### src/rtl/const_mul_sub_pkg.sv
// Shared helpers for the constant multiply/subtract pipeline.
// Saturation is enabled with CONST_MUL_SUB_SAT_EN.
package const_mul_sub_pkg;

   localparam int K_MIN    = 0;
   localparam int K_MAX    = 255;
   localparam int IN_W_MIN = 2;
   localparam int MAX_W    = 128;

   typedef logic signed [MAX_W-1:0] wide_t;

   typedef struct packed {
      logic  sat;
      wide_t val;
   } sat_res_t;

   function automatic int int_w(input int in_w);
      return in_w + 10;
   endfunction

   function automatic sat_res_t sat_to_width(input wide_t v,
                                             input int    ow);
      sat_res_t r;
      wide_t    hi;
      wide_t    lo;
      hi    = (wide_t'(1) <<< (ow - 1)) - wide_t'(1);
      lo    = -hi - wide_t'(1);
      r.sat = 1'b0;
      r.val = v;
      if (v > hi) begin
         r.sat = 1'b1;
         r.val = hi;
      end else if (v < lo) begin
         r.sat = 1'b1;
         r.val = lo;
      end
      return r;
   endfunction

endpackage

### src/rtl/const_mul_sub_pipe_shift_add_const.sv
// Combinational K*x built from shifted copies of x.
// One adder term per set bit of the 8-bit constant.
module shift_add_const
   import const_mul_sub_pkg::*;
#(
   parameter int IN_W  = 33,
   parameter int INT_W = 43,
   parameter int K     = 13
) (
   input  logic signed [IN_W-1:0]  x_i,
   output logic signed [INT_W-1:0] p_o
);

   localparam logic [7:0] KB = 8'(K);

   logic signed [INT_W-1:0] xe;
   logic signed [INT_W-1:0] sum [9];

   assign xe     = INT_W'(x_i);
   assign sum[0] = '0;

   for (genvar i = 0; i < 8; i++) begin : g_bit
      if (KB[i]) begin : g_on
         assign sum[i+1] = sum[i] + (xe <<< i);
      end else begin : g_off
         assign sum[i+1] = sum[i];
      end
   end

   assign p_o = sum[8];

endmodule

### src/rtl/const_mul_sub_pipe.sv
// Two-stage K_MUL*x and b-K_SUB*x pipeline with valid/ready.
// Optional clamping via CONST_MUL_SUB_SAT_EN.
module const_mul_sub_pipe
   import const_mul_sub_pkg::*;
#(
   parameter int IN_W  = 33,
   parameter int OUT_W = 37,
   parameter int K_MUL = 13,
   parameter int K_SUB = 6
) (
   input  logic                    clk,
   input  logic                    rst,
   input  logic                    in_valid,
   output logic                    in_ready,
   input  logic signed [IN_W-1:0]  x_i,
   input  logic signed [IN_W-1:0]  b_i,
   output logic                    out_valid,
   input  logic                    out_ready,
   output logic signed [OUT_W-1:0] mul_o,
   output logic signed [OUT_W-1:0] minus_o,
   output logic                    sat_o
);

   localparam int INT_W = int_w(IN_W);

   if (K_MUL < K_MIN || K_MUL > K_MAX ||
       K_SUB < K_MIN || K_SUB > K_MAX ||
       IN_W < IN_W_MIN || OUT_W > MAX_W ||
       INT_W > MAX_W) begin : g_param_err
      $error("const_mul_sub_pipe: parameter out of range");
   end

   logic s1_valid_q, s1_valid_d;
   logic s2_valid_q, s2_valid_d;
   logic s1_load, s2_load;

   logic signed [INT_W-1:0] px_q, px_d;
   logic signed [INT_W-1:0] qx_q, qx_d;
   logic signed [INT_W-1:0] b_q, b_d;
   logic signed [INT_W-1:0] diff;

   logic signed [OUT_W-1:0] mul_q, mul_d;
   logic signed [OUT_W-1:0] minus_q, minus_d;

   assign s2_load  = s1_valid_q && (!s2_valid_q || out_ready);
   assign in_ready = !s1_valid_q || s2_load;
   assign s1_load  = in_valid && in_ready;

   assign s1_valid_d = s1_load ? 1'b1 :
                       (s2_load ? 1'b0 : s1_valid_q);
   assign s2_valid_d = s2_load ? 1'b1 :
                       (out_ready ? 1'b0 : s2_valid_q);

   shift_add_const #(
      .IN_W  (IN_W),
      .INT_W (INT_W),
      .K     (K_MUL)
   ) u_mul (
      .x_i (x_i),
      .p_o (px_d)
   );

   shift_add_const #(
      .IN_W  (IN_W),
      .INT_W (INT_W),
      .K     (K_SUB)
   ) u_sub (
      .x_i (x_i),
      .p_o (qx_d)
   );

   assign b_d  = INT_W'(b_i);
   assign diff = b_q - qx_q;

`ifdef CONST_MUL_SUB_SAT_EN
   sat_res_t mul_r, min_r;
   logic     sat_q, sat_d;

   always_comb begin
      mul_r = sat_to_width(wide_t'(px_q), OUT_W);
      min_r = sat_to_width(wide_t'(diff), OUT_W);
   end

   assign mul_d   = OUT_W'(mul_r.val);
   assign minus_d = OUT_W'(min_r.val);
   assign sat_d   = mul_r.sat | min_r.sat;

   always_ff @(posedge clk or posedge rst) begin
      if (rst) begin
         sat_q <= 1'b0;
      end else if (s2_load) begin
         sat_q <= sat_d;
      end
   end

   assign sat_o = sat_q;
`else
   // Wrap: keep the two's-complement low OUT_W bits.
   assign mul_d   = OUT_W'(px_q);
   assign minus_d = OUT_W'(diff);
   assign sat_o   = 1'b0;
`endif

   always_ff @(posedge clk or posedge rst) begin
      if (rst) begin
         s1_valid_q <= 1'b0;
         s2_valid_q <= 1'b0;
         px_q       <= '0;
         qx_q       <= '0;
         b_q        <= '0;
         mul_q      <= '0;
         minus_q    <= '0;
      end else begin
         s1_valid_q <= s1_valid_d;
         s2_valid_q <= s2_valid_d;
         if (s1_load) begin
            px_q <= px_d;
            qx_q <= qx_d;
            b_q  <= b_d;
         end
         if (s2_load) begin
            mul_q   <= mul_d;
            minus_q <= minus_d;
         end
      end
   end

   assign out_valid = s2_valid_q;
   assign mul_o     = mul_q;
   assign minus_o   = minus_q;

endmodule

### config.mk
export PLATFORM = sky130hd
export DESIGN_NAME = const_mul_sub_pipe
export DESIGN_NICKNAME = d
export VERILOG_FILES = /design/src/rtl/const_mul_sub_pkg.sv /design/src/rtl/const_mul_sub_pipe_shift_add_const.sv /design/src/rtl/const_mul_sub_pipe.sv
export SDC_FILE = /design/constraint.sdc
export NUM_CORES = 1
export LEC_CHECK = 0
export ABC_CLOCK_PERIOD_IN_PS = 11600
export BUFFER_PORTS_ARGS = -buffer_cell sky130_fd_sc_hd__buf_2
export CAP_MARGIN = 20
export CORE_ASPECT_RATIO = 1.25
export CORE_MARGIN = 1.5
export CORE_UTILIZATION = 45
export DETAILED_ROUTE_END_ITERATION = 12
export PLACE_DENSITY = 0.7
export SYNTH_ARGS = -nofsm -noshare
export SYNTH_HDL_FRONTEND = slang
export SYNTH_SLANG_ARGS = --single-unit
export TNS_END_PERCENT = 50
### constraint.sdc
create_clock -name clk -period 11.6 [get_ports clk]
set_input_delay 0.58 -clock clk [delete_from_list [all_inputs] [get_ports clk]]
set_output_delay 0.58 -clock clk [all_outputs]
set_load 0.02 [all_outputs]
Yosys cells after proc, flatten, opt, wreduce, memory -nomap -nowiden --
Cells that the tools add are included. W data, S select, Z words.
Cells by class: add/subtract/negate cells 4, muxes and demuxes 4, reduce and logical (&&, ||, !) cells 8
Operators by type and width (number):
- $add A36 B36 Y37 | 1
- $sub A33 B36 Y37 | 1
- $add A33 B35 Y36 | 1
- $add A34 B35 Y36 | 1
- $mux W1 | 4
- $reduce_bool A2 Y1 | 2
- $logic_and A1 B1 Y1 | 2
- $logic_not A1 Y1 | 2
- $logic_or A1 B1 Y1 | 2
Word-level totals: register bits after elaboration 182, input bits 70, output and inout port bits 77, word-level logic and storage cells 23

Longest topological paths before layout --
depth in word-level cells 6, mapped depth 14, mapped depth without buffers 14

Cells and area by module --
A second synthesis with hierarchy kept.
Second synthesis, totals: cell total of the unflattened synthesis 1440, area, all modules 13556.8 um^2
By module, submodules not included:
- const_mul_sub_pipe | times used 1, cells an instance 859, area an instance 9002.4 um^2, seq. area each 4579.4 um^2
- shift_add_const (u_mul) | times used 1, cells an instance 316, area an instance 2726.4 um^2, seq. area each 0.0 um^2
- shift_add_const (u_sub) | times used 1, cells an instance 265, area an instance 1828.0 um^2, seq. area each 0.0 um^2

Worst setup path after synthesis --
OpenSTA, ideal clock, no wires.
path kind input to register, start point in x_i[0], end point reg px_q[29], setup time 0.129 ns, data arrival time 3.318 ns, data required time 11.471 ns, setup slack 8.153 ns, stages on the path 14, buffers on the path 0, cells stage by stage inv_1 > fa_1 > inv_1 > ha_1 > fa_1 > a211oi_1 > nor2_1 > o2111ai_1 > a21oi_1 > a311oi_2 > o31ai_1 > a21oi_1 > xor2_1 > o21ai_1
On the way: word-level cells in the longest chain between the ends 2
Ends and longest elaborated chain:
- start: declaration | line const_mul_sub_pipe.sv:15 | input logic signed [IN_W-1:0] x_i,
- $add A33 B35 Y36 | line const_mul_sub_pipe_shift_add_const.sv:24 | assign sum[i+1] = sum[i] + (xe <<< i);
- $add A36 B36 Y37 (*) | line const_mul_sub_pipe_shift_add_const.sv:24
- end signal: assignment | line const_mul_sub_pipe.sv:117 | px_q <= px_d;
- end: declaration | line const_mul_sub_pipe.sv:37 | logic signed [INT_W-1:0] px_q, px_d;
Every way passes the cells marked *; elsewhere a longest branch is shown, timed or not. A chain may end at the register's enable or synchronous reset.

Worst setup path in the final report --
start point in x_i[1], end point reg px_q[29]
The elaborated chain is that of the path after synthesis.

==> impl_metrics.py <==
metrics = {
    "clocking": {
        "clockBufferDepth": 2,
        "cts_resized": 0,
        "root_buffer": "clkbuf_16",
        "clock-sinks": 179,
        "numCtsBuffers": 17,
        "clkLatencyLatePin_ns": 0.44,
        "post-cts-setup-buffer-count": 0,
        "tritoncts": "yes",
        "cts_hold_buf": 0,
        "path_clk_slew_ns": 0.07,
        "htreeDepth": 4,
    },
    "route": {
        "via_per_inst": 5.40,
        "drt-initial-drc-count": 428,
        "dr_total_vias": 9836,
        "drcViolationCount": 0,
        "finalWirelength_um": 27700,
        "wl_met1_um": 13000,
        "ant_nets": 0,
        "drt_first_pass_iters": 5,
        "routedWlPerCell_um": 15.2,
        "wl_met2_um": 13100,
        "top_layer": "met5",
        "wl_met3_um": 898,
    },
    "floorplanning": {
        "ioPinCount": 147,
        "die-area_um2": 28300,
        "die_y_um": 188,
        "core_um2": 26800,
        "start_util_pct": 45.8,
        "std_cell_rows": 67,
        "die_w_um": 151,
    },
    "yosys": {
        "async_flop_share_pct": 100,
        "yosysTopAreaCellShare_pct": 36.4,
        "postSynthAreaPerCell_um2": 9.06,
        "yosysWarnings": 0,
        "seq_area_frac_synth_pct": 36.4,
        "synth_area_leader_cell": "dfrtp_1",
        "synth_area_leaders": "dfrtp_1 36%, ha_1 10%, nand2_1 8.2%",
        "synth-edff-count": 0,
        "synth-seq-cells": 179,
        "synth_area_um2": 12300,
        "synth_flop_cell": "dfrtp_1",
        "synth_cell_type_count": 65,
        "syn_nets": 1561,
        "synthCells": 1357,
    },
    "timing": {
        "period_share_pct": 31.0,
        "setup_tns_ns": 0,
        "hold_slack_ns": 0.286,
        "worst_slew_pin_slew_ns": 1.04,
        "hold_violations": 0,
        "slew_violations": 0,
        "fmax_mhz": 278,
        "setup_violations": 0,
        "maxSlewHeadroom_pct": 31.0,
        "grt_setup_unrepaired": "false",
        "skew_ns": 0.0126,
        "period_minus_slack_ns": 3.59,
    },
    "placement": {
        "placed_cells": 1788,
        "numPortBuffers": 145,
        "routabilityCongestion": 0.888,
        "detailed_place_hpwl_um": 20800,
    },
    "job": {
        "maxCapViolCount": 0,
    },
    "setup_path": {
        "critPathCaptureType": "flip-flop",
        "crit_arrival_ns": 3.90,
        "cp_cell_sequence": "buf_2 > inv_1 > fa_1 > inv_1 > ha_1 > fa_1 > a211oi_1 > nor2_1 > o2111ai_1 > a21oi_1 > a311oi_2 > o31ai_1 > a21oi_1 > xor2_1 > o21ai_1",
        "required_ns": 11.91,
        "path_class": "in2reg",
        "critPathMaxFanout": 4,
        "slowest_stage": "fa_1",
        "max_stage_delay_ns": 0.51,
        "reg2reg_depth": 11,
        "critPathLaunchType": "primary input",
    },
    "power_and_ir_drop": {
        "switching_share_pct": 40.3,
        "seq_power_share_pct": 33.5,
        "p_int_uw": 1670,
        "p_comb_share_pct": 44.4,
        "p_clk_share_pct": 22.2,
        "cellLeakagePower_uw": 0.00671,
        "ir_worst_vdd_v": 0.000100,
        "power_density_nw_per_um2": 201,
        "p_switching_uw": 1130,
    },
    "status": {
        "status": "finished clean",
    },
    "global_routing": {
        "grt_max_degree": 118,
        "grt_overflow_total": 0,
        "grtUsageTotal_pct": 20.5,
        "grt_pass1_vias": 9800,
        "antenna_found_initial": 3,
        "grt_pass1_wl_um": 47200,
    },
    "layout": {
        "num-fill-cells": 2536,
        "finalNonFillerCells": 1823,
        "nets": 1667,
        "layout-drive-gt1-share_pct": 16.7,
        "area_growth_pct": 13.1,
    },
    "min_path": {
        "hold_path_class": "in2async",
    },
}
==> path summary, 6_finish.rpt <==
path                                   from           to  slack [ns]
min in group clk                    b_i[15]      b_q[15]        0.33
max in group asynchronous               rst     px_q[28]        9.66
worst min register to register  minus_o[21]  minus_o[21]        0.48
worst min-delay path                    rst   minus_o[3]        0.29
worst max register to register      px_q[0]  minus_o[29]        8.54
worst max-delay path                 x_i[1]     px_q[29]        8.01
==> kinds of logic after synthesis <==
kind of cell	count (synthesis)	synth area share, %
XOR/XNOR	83	5.91
other	1	0.0305
buffers and inverters	119	3.71
flip-flops	179	36.4
AND/OR/NAND/NOR	418	14.9
multiplexers	41	3.74
AO/OA/AOI/OAI	382	19.5
adder cells (fa/ha/maj)	134	15.7
==> synthesized netlist by cell type (all sizes together) (2+ instances only) <==
library cell,number
a311oi,4
o41ai,2
ha,100
nand3b,2
a211oi,14
or3,7
a31oi,15
dfrtp,179
a21o,52
o2111ai,3
nand2b,15
nand2,269
o31a,4
a21boi,3
a31o,2
o31ai,12
o21a,11
nor3,10
o21bai,12
fa,34
or4,2
and3,9
nor2,43
o221ai,8
inv,57
buf,6
xnor2,44
clkbuf,56
o211ai,5
and2,3
nor2b,11
xor2,39
and4,2
mux2,40
o221a,2
nand3,16
o21ai,145
a21oi,79
nand4,25
==> cell usage in the layout, fill, tap and decap left out, drive strengths merged, types with 9 or more instances in the layout <==
cell / instances
dfrtp: 179
and3: 9
o21bai: 12
inv: 63
nor2b: 11
nor3: 10
nand2: 269
o21ai: 145
nand3: 16
mux2: 40
a21o: 52
nand4: 25
ha: 100
xor2: 39
xnor2: 44
clkbuf: 17
o31ai: 12
buf: 149
nand2b: 15
o21a: 11
fa: 34
nor2: 43
a21oi: 79
a31oi: 15
a211oi: 14
==> registers in the layout, indices dropped and copies added (netlist names) <==
name / flops
b_q: 33
px_q: 36
s1_valid_q: 1
qx_q: 34
mul_o: 37
minus_o: 37
out_valid: 1
==> through the flow <==
stage / util [%] / area, um^2 / setup slack, ns / power [uW]
finish: 51.9 / 13900 / 8.01 / 2800
global route: 51.9 / 13900 / 7.78 / 3010
CTS: 51.7 / 13900 / 8.01 / 2820
detailed placement: 49.4 / 13300 / 7.54 / 2190
global placement: 49.4 / 13300 / 7.62 / 2160
floorplan: - / 12300 / 6.16 / 1840
==> power groups by stage <==
stage / logic [uW] / clock network (uW) / registers (uW)
floorplan: 764 / 0 / 1080
global placement: 1220 / 0 / 940
detailed placement: 1240 / 0 / 949
CTS: 1250 / 638 / 939
global route: 1390 / 660 / 965
finish: 1240 / 621 / 936
==> critical path: cells and delay by family <==
family	cells	cell delay (ns)
xor+xnor	1	0.17
fa+ha+maj	3	1.17
simple gates	1	0.12
compound gates	7	1.57
buf+inv	3	0.27
==> per-layer routing <==
metal,GRT usage [%],vias up
li1,-,4964
met1,27.5,4624
met2,33.4,193
met3,2.97,53
met4,7.32,2
met5,0,-
==> area by class of cell <==
cell class                      count  area [um^2]  area share [%]
Sequential cell                   179         4480            32.2
Antenna cell                        2         5.00          0.0360
Clock buffer                       17          425            3.06
Multi-Input combinational cell   1059         7380            53.0
Inverter                           57          219            1.57
Tap cell                          345          432            3.10
Clock inverter                     15          196            1.41
Timing Repair Buffer              149          776            5.58
(Power assumes the default switching activity.)
